### src/rtl/display_scan_driver_pkg.sv
// Shared types and sizes for the display scan driver.
// Digit-state enum, bus widths and small frame helpers.
package display_pkg;

  typedef enum logic {
    ST_BLANK,
    ST_SHOW
  } state_e;

  localparam int NUM_DIGITS = 4;
  localparam int CODE_W     = 4;
  localparam int IDX_W      = 2;
  localparam int FRAME_W    = NUM_DIGITS * CODE_W;

  function automatic logic [CODE_W-1:0] digit_sel(
    input logic [FRAME_W-1:0] frame,
    input logic [IDX_W-1:0]   idx
  );
    return frame[idx*CODE_W +: CODE_W];
  endfunction

  function automatic logic [NUM_DIGITS-1:0] onehot_low(
    input logic [IDX_W-1:0] idx
  );
    return ~(NUM_DIGITS'(1) << idx);
  endfunction

endpackage

### src/rtl/display_scan_driver_if.sv
// Frame hand-off channel from the control logic to the scan driver.
// Producer drives valid/data, the driver answers with ready.
interface display_scan_driver_if;
  import display_pkg::*;

  logic               frame_valid_i;
  logic               frame_ready_o;
  logic [FRAME_W-1:0] frame_data_i;

  modport master (
    output frame_valid_i,
    output frame_data_i,
    input  frame_ready_o
  );

  modport slave (
    input  frame_valid_i,
    input  frame_data_i,
    output frame_ready_o
  );

endinterface

### src/rtl/display_scan_driver_scan_timer.sv
// Per-state dwell counter for the scan FSM.
// Counts up to a supplied limit; hold freezes, clr restarts at zero.
module scan_timer #(
  parameter int W = 2
) (
  input  logic         clk,
  input  logic         rst_n,
  input  logic         clr,
  input  logic         hold,
  input  logic [W-1:0] limit_i,
  output logic [W-1:0] cnt_o,
  output logic         tc_o
);

  logic [W-1:0] cnt_q, cnt_d;

  // next count: freeze wins over restart, otherwise step
  always_comb begin
    cnt_d = cnt_q;
    if (hold) begin
      cnt_d = cnt_q;
    end else if (clr) begin
      cnt_d = '0;
    end else begin
      cnt_d = cnt_q + W'(1);
    end
  end

  // count register
  always_ff @(posedge clk) begin
    if (!rst_n) begin
      cnt_q <= '0;
    end else begin
      cnt_q <= cnt_d;
    end
  end

  assign cnt_o = cnt_q;
  assign tc_o  = (cnt_q == limit_i);

endmodule

### src/rtl/display_scan_driver.sv
// Four-digit multiplexed 7-segment scan driver with blanking gaps.
// Frames are double-buffered and swapped only at frame boundaries.
module display_scan_driver
  import display_pkg::*;
#(
  parameter int SHOW_CYCLES  = 50000,
  parameter int BLANK_CYCLES = 16
) (
  input  logic                  clk,
  input  logic                  rst_n,
  input  logic                  en_i,
  display_scan_driver_if.slave  frame,
  output logic [CODE_W-1:0]     code_o,
  output logic [NUM_DIGITS-1:0] digit_en_n_o,
  output logic [IDX_W-1:0]      digit_idx_o,
  output logic                  frame_done_o
);

  localparam int MAXC = (SHOW_CYCLES > BLANK_CYCLES) ?
                        SHOW_CYCLES : BLANK_CYCLES;
  localparam int TW   = $clog2(MAXC);

  localparam logic [IDX_W-1:0] LAST_IDX = IDX_W'(NUM_DIGITS-1);

  state_e               state_q, state_d;
  logic [IDX_W-1:0]     idx_q, idx_d;
  logic [FRAME_W-1:0]   active_q, active_d;
  logic [FRAME_W-1:0]   shadow_q, shadow_d;
  logic                 pending_q, pending_d;
  logic [CODE_W-1:0]    code_q, code_d;
  logic [NUM_DIGITS-1:0] en_n_q, en_n_d;
  logic                 done_q, done_d;

  logic [TW-1:0]        cnt;
  logic [TW-1:0]        limit;
  logic                 tc;
  logic                 hold;
  logic                 adv;
  logic                 boundary;
  logic                 accept;

  assign limit = (state_q == ST_SHOW) ?
                 TW'(SHOW_CYCLES - 1) :
                 TW'(BLANK_CYCLES - 1);
  assign hold  = ~en_i;

  scan_timer #(
    .W (TW)
  ) u_timer (
    .clk     (clk),
    .rst_n   (rst_n),
    .clr     (tc),
    .hold    (hold),
    .limit_i (limit),
    .cnt_o   (cnt),
    .tc_o    (tc)
  );

  assign adv      = en_i & tc;
  assign boundary = adv & (state_q == ST_SHOW) &
                    (idx_q == LAST_IDX);
  assign accept   = frame.frame_valid_i & ~pending_q;

  // state/index/buffer registers
  always_ff @(posedge clk) begin
    if (!rst_n) begin
      state_q   <= ST_BLANK;
      idx_q     <= '0;
      active_q  <= '0;
      shadow_q  <= '0;
      pending_q <= 1'b0;
      code_q    <= '0;
      en_n_q    <= '1;
      done_q    <= 1'b0;
    end else begin
      state_q   <= state_d;
      idx_q     <= idx_d;
      active_q  <= active_d;
      shadow_q  <= shadow_d;
      pending_q <= pending_d;
      code_q    <= code_d;
      en_n_q    <= en_n_d;
      done_q    <= done_d;
    end
  end

  // next state, digit advance and frame double-buffer
  always_comb begin
    state_d   = state_q;
    idx_d     = idx_q;
    active_d  = active_q;
    shadow_d  = shadow_q;
    pending_d = pending_q;
    if (adv) begin
      unique case (state_q)
        ST_BLANK: state_d = ST_SHOW;
        ST_SHOW: begin
          state_d = ST_BLANK;
          idx_d   = idx_q + IDX_W'(1);
        end
        default: state_d = ST_BLANK;
      endcase
    end
    if (boundary && pending_q) begin
      active_d  = shadow_q;
      pending_d = 1'b0;
    end
    if (accept) begin
      shadow_d  = frame.frame_data_i;
      pending_d = 1'b1;
    end
  end

  // outputs follow the next state so they line up with it
  always_comb begin
    code_d = digit_sel(active_d, idx_d);
    en_n_d = '1;
    done_d = 1'b0;
    unique case (1'b1)
      (en_i && state_d == ST_SHOW): en_n_d = onehot_low(idx_d);
      default:                      en_n_d = '1;
    endcase
    done_d = en_i && (state_q == ST_SHOW) &&
             (idx_q == LAST_IDX) &&
             (cnt == TW'(SHOW_CYCLES - 2));
  end

  assign code_o              = code_q;
  assign digit_en_n_o        = en_n_q;
  assign digit_idx_o         = idx_q;
  assign frame_done_o        = done_q;
  assign frame.frame_ready_o = ~pending_q;

endmodule

### src/flat_wrapper.sv
// flat-port wrapper written by rule: the top's interface ports become plain ports
module display_scan_driver_flat import display_pkg::*;
#(
  parameter int SHOW_CYCLES  = 50000,
  parameter int BLANK_CYCLES = 16
)
  (clk, rst_n, en_i, code_o, digit_en_n_o, digit_idx_o, frame_done_o, frame_frame_valid_i, frame_frame_data_i, frame_frame_ready_o);
  display_scan_driver_if frame_i ();
  input  logic clk;
  input  logic rst_n;
  input  logic en_i;
  output logic [CODE_W-1:0] code_o;
  output logic [NUM_DIGITS-1:0] digit_en_n_o;
  output logic [IDX_W-1:0] digit_idx_o;
  output logic frame_done_o;
  input wire logic [$bits(frame_i.frame_valid_i)-1:0] frame_frame_valid_i;
  input wire logic [$bits(frame_i.frame_data_i)-1:0] frame_frame_data_i;
  output wire logic [$bits(frame_i.frame_ready_o)-1:0] frame_frame_ready_o;
  assign frame_i.frame_valid_i = frame_frame_valid_i;
  assign frame_i.frame_data_i = frame_frame_data_i;
  assign frame_frame_ready_o = frame_i.frame_ready_o;
  display_scan_driver #(.SHOW_CYCLES(SHOW_CYCLES), .BLANK_CYCLES(BLANK_CYCLES)) u_core (.clk(clk), .rst_n(rst_n), .en_i(en_i), .frame(frame_i), .code_o(code_o), .digit_en_n_o(digit_en_n_o), .digit_idx_o(digit_idx_o), .frame_done_o(frame_done_o));
endmodule
### config.mk
export PLATFORM = sky130hd
export DESIGN_NAME = display_scan_driver_flat
export DESIGN_NICKNAME = d
export VERILOG_FILES = /design/src/rtl/display_scan_driver_pkg.sv /design/src/rtl/display_scan_driver_if.sv /design/src/rtl/display_scan_driver_scan_timer.sv /design/src/rtl/display_scan_driver.sv /design/src/flat_wrapper.sv
export SDC_FILE = /design/constraint.sdc
export NUM_CORES = 1
export LEC_CHECK = 0
export CAP_MARGIN = 20
export CORE_MARGIN = 4
export CORE_UTILIZATION = 60
export DETAILED_ROUTE_END_ITERATION = 7
export PLACE_DENSITY = 0.88
export SKIP_CTS_REPAIR_TIMING = 1
export SLEW_MARGIN = 10
export SYNTH_ARGS = -nofsm -noshare
export SYNTH_HDL_FRONTEND = slang
export SYNTH_SLANG_ARGS = --single-unit
### constraint.sdc
create_clock -name clk -period 5 [get_ports clk]
set_clock_uncertainty 0.15 [all_clocks]
set_input_delay 1 -clock clk [delete_from_list [all_inputs] [get_ports clk]]
set_output_delay 1 -clock clk [all_outputs]
set_load 0.005 [all_outputs]
==> metrics.yaml <==
io_buffers: 31
drive_above_1_share: 0.111
syn_avg_cell_area_sq_um: 9.59
worst_ep_arrival_time_ns: 4.18
synthesis.area_sq_um: 2940
status: "complete, no violations"
numCtsBuffers: 9
finalMaxSlewViolations: 0
final_area_sq_um: 3380
setup_viol: 0
synth.ff_latch_count: 61
grtUsageTotal: 0.208
area_growth_pct: 14.9
yosys_warnings: 0
grt_start_max_net_pins: 38
powerDensity_nw_per_um2: 308
critical-path-slowest-cell: "or3_1"
worstMarginPinSlew_ns: 0.945
holdPathStages: 2
cts_root_buffer: "clkbuf_8"
die_w_um: 78.0
clock-sinks: 61
num_rows: 25
rsz0062_at_grt: "false"
crit_family: "simple AND/OR/NAND/NOR gates"
vias: 2341
cp-start-kind: "primary input"
max_stage_delay_ns: 0.68
critPathRequiredTime_ns: 5.06
worstSetupPathType: "in -> reg"
fp.dieArea_sq_um: 6090
cp_max_fo: 14
layout.nets: 353
maxCapViolCount: 0
synthesis.nets: 331
multiInputGateArea_sq_um: 1500
io_pins: 32
start_util: 0.623
core_sq_um: 4720
path_buf_inv: 1
dp.cells: 385
slew_headroom: 0.369
min_path_type: "reg -> reg"
fill_cells: 351
layoutNonFillerInstCount: 401
synth_cells: 307
final_core_util: 0.716
ant_nets: 0
clk_pin_slew_ns: 0.06
wl_um: 5980
rr_worst_depth: 9
crit_path_end_kind: "flip-flop"
drc: 0
min_period_ns: 4.12
postPlaceCellArea_sq_um: 3160
cp.depth: 9
grt_pass1_wl_um: 9940
period_share: 0.825
firstDrtPassIters: 4
insertion_delay_ns: 0.33
cts_buffer_depth: 2
antenna_cells: 0
cts_tree: "built"
path_cells: "clkdlybuf4s50_1 -> nand4_1 -> or3_1 -> nor2_1 -> ha_1 -> nand3_1 -> mux2i_1 -> o22ai_1 -> mux4_2"
gp_congestion: 0.848
die_y_um: 78.0
grt_pass1_vias: 2139
h-tree-depth: 3
wl_per_cell_um: 14.9
register_area_sq_um: 1220
viasPerCell: 5.84
p_leak_uw: 0.00130
fmax_ghz: 0.243
ir_worst_vdd_v: 0.000236
synth_seq_area_share: 0.415
drt-initial-drc-count: 201
antenna_found_initial: 0
grt_overflow_total: 0
dp_hpwl_um: 3970
yosysUniqueCellTypes: 42
timing.setup.tns_ns: 0
final-hold-violation-count: 0
[layer usage]
| metal | share of wire | routed length, um | vias to the layer above | track usage |
|---|---|---|---|---|
| li1 | - | - | 1163 | - |
| met5 | 0 | 0 | - | 0 |
| met4 | 0.014 | 82 | 0 | 0.0892 |
| met1 | 0.47 | 2800 | 1094 | 0.268 |
| met3 | 0.062 | 372 | 7 | 0.0722 |
| met2 | 0.46 | 2720 | 77 | 0.318 |
[cell usage after synthesis]
cell type	n	area share
inv_2	1	0.0013
buf_2	3	0.0051
or4_4	1	0.0038
and3_1	3	0.0064
nand4_1	14	0.030
mux4_2	13	0.099
clkbuf_8	6	0.028
a41oi_1	3	0.0089
o31ai_1	2	0.0051
xor2_1	7	0.021
or4_1	2	0.0051
buf_1	3	0.0038
and4_1	1	0.0030
o21ai_4	1	0.0055
o211a_1	1	0.0034
o21ai_1	2	0.0034
a211oi_1	5	0.013
buf_12	1	0.0068
and2_1	1	0.0021
mux2i_1	16	0.054
or2_2	2	0.0043
a21oi_1	23	0.039
or3_2	1	0.0026
o2bb2a_1	1	0.0034
or3_1	4	0.0085
o21ai_0	7	0.012
nor2b_1	1	0.0021
nor3_1	2	0.0034
nand2_1	44	0.056
nor2_1	30	0.038
ha_1	4	0.017
nand3_1	5	0.0085
xnor2_1	3	0.0089
inv_1	6	0.0077
and3_2	1	0.0026
dfxtp_1	61	0.41
o211ai_1	6	0.015
buf_8	1	0.0051
buf_6	3	0.011
nor4_1	7	0.015
o22ai_1	4	0.0085
clkbuf_1	5	0.0064
[final cells by class]
class,count,area share
Clock buffer,12,0.0459
Clock inverter,4,0.0207
Inverter,7,0.00777
Multi-Input combinational cell,217,0.443
Sequential cell,61,0.361
Tap cell,67,0.0248
Timing Repair Buffer,33,0.0962
[where the power goes]
part           internal [uW]  switching, uW
sequential               496           10.6
clock                    306            182
combinational           24.4           23.0
total                    826            216
[worst min-delay path, delay by kind of cell (launching register included)]
kind	cells	cell delay [ns]
DFF	1	0.31
AOI/OAI and AO/OA	1	0.05
and+or+nand+nor	1	0.05
[sequential cells by signal, summed over array words and instances (netlist names)]
name,cells
u_core.active_q,16
u_core.code_o,4
u_core.digit_en_n_o,4
u_core.digit_idx_o,2
u_core.frame_done_o,1
u_core.pending_q,1
u_core.shadow_q,16
u_core.state_q,1
u_core.u_timer.cnt_o,16
[cell usage in the layout, fill, tap and decap left out, types with 6 or more instances in the layout]
master | netlist | final
a21oi_1 | 23 | 23
clkbuf_8 | 6 | 11
clkdlybuf4s50_1 | 0 | 31
dfxtp_1 | 61 | 61
inv_1 | 6 | 6
mux2i_1 | 16 | 16
mux4_2 | 13 | 13
nand2_1 | 44 | 44
nand4_1 | 14 | 14
nor2_1 | 30 | 30
nor4_1 | 7 | 7
o211ai_1 | 6 | 6
o21ai_0 | 7 | 7
xor2_1 | 7 | 7
[cell families after synthesis]
kind of cell | Yosys count | synth area share
simple gates | 119 | 0.191
flops | 61 | 0.415
compound gates | 55 | 0.117
buf+inv | 29 | 0.0757
mux | 29 | 0.154
xor+xnor | 10 | 0.0298
fa+ha+maj | 4 | 0.0170
[stage by stage]
stage                     power [uW]  setup WS (ns)  hold WS (ns)
after floorplan                  542           1.47         0.286
after global placement           562          0.725         0.296
after detailed placement         563          0.589         0.306
after CTS                       1050          0.907         0.315
after global routing            1080          0.661         0.343
final                           1040          0.877         0.312
[worst paths after layout]
path	slack (ns)	end	from
max	0.88	u_core.code_o[0]	en_i
min	0.31	u_core.shadow_q[4]	u_core.shadow_q[4]
max reg2reg	1.57	u_core.code_o[0]	u_core.u_timer.cnt_o[0]
min reg2reg	0.31	u_core.shadow_q[4]	u_core.shadow_q[4]
(Power assumes the default switching activity.)
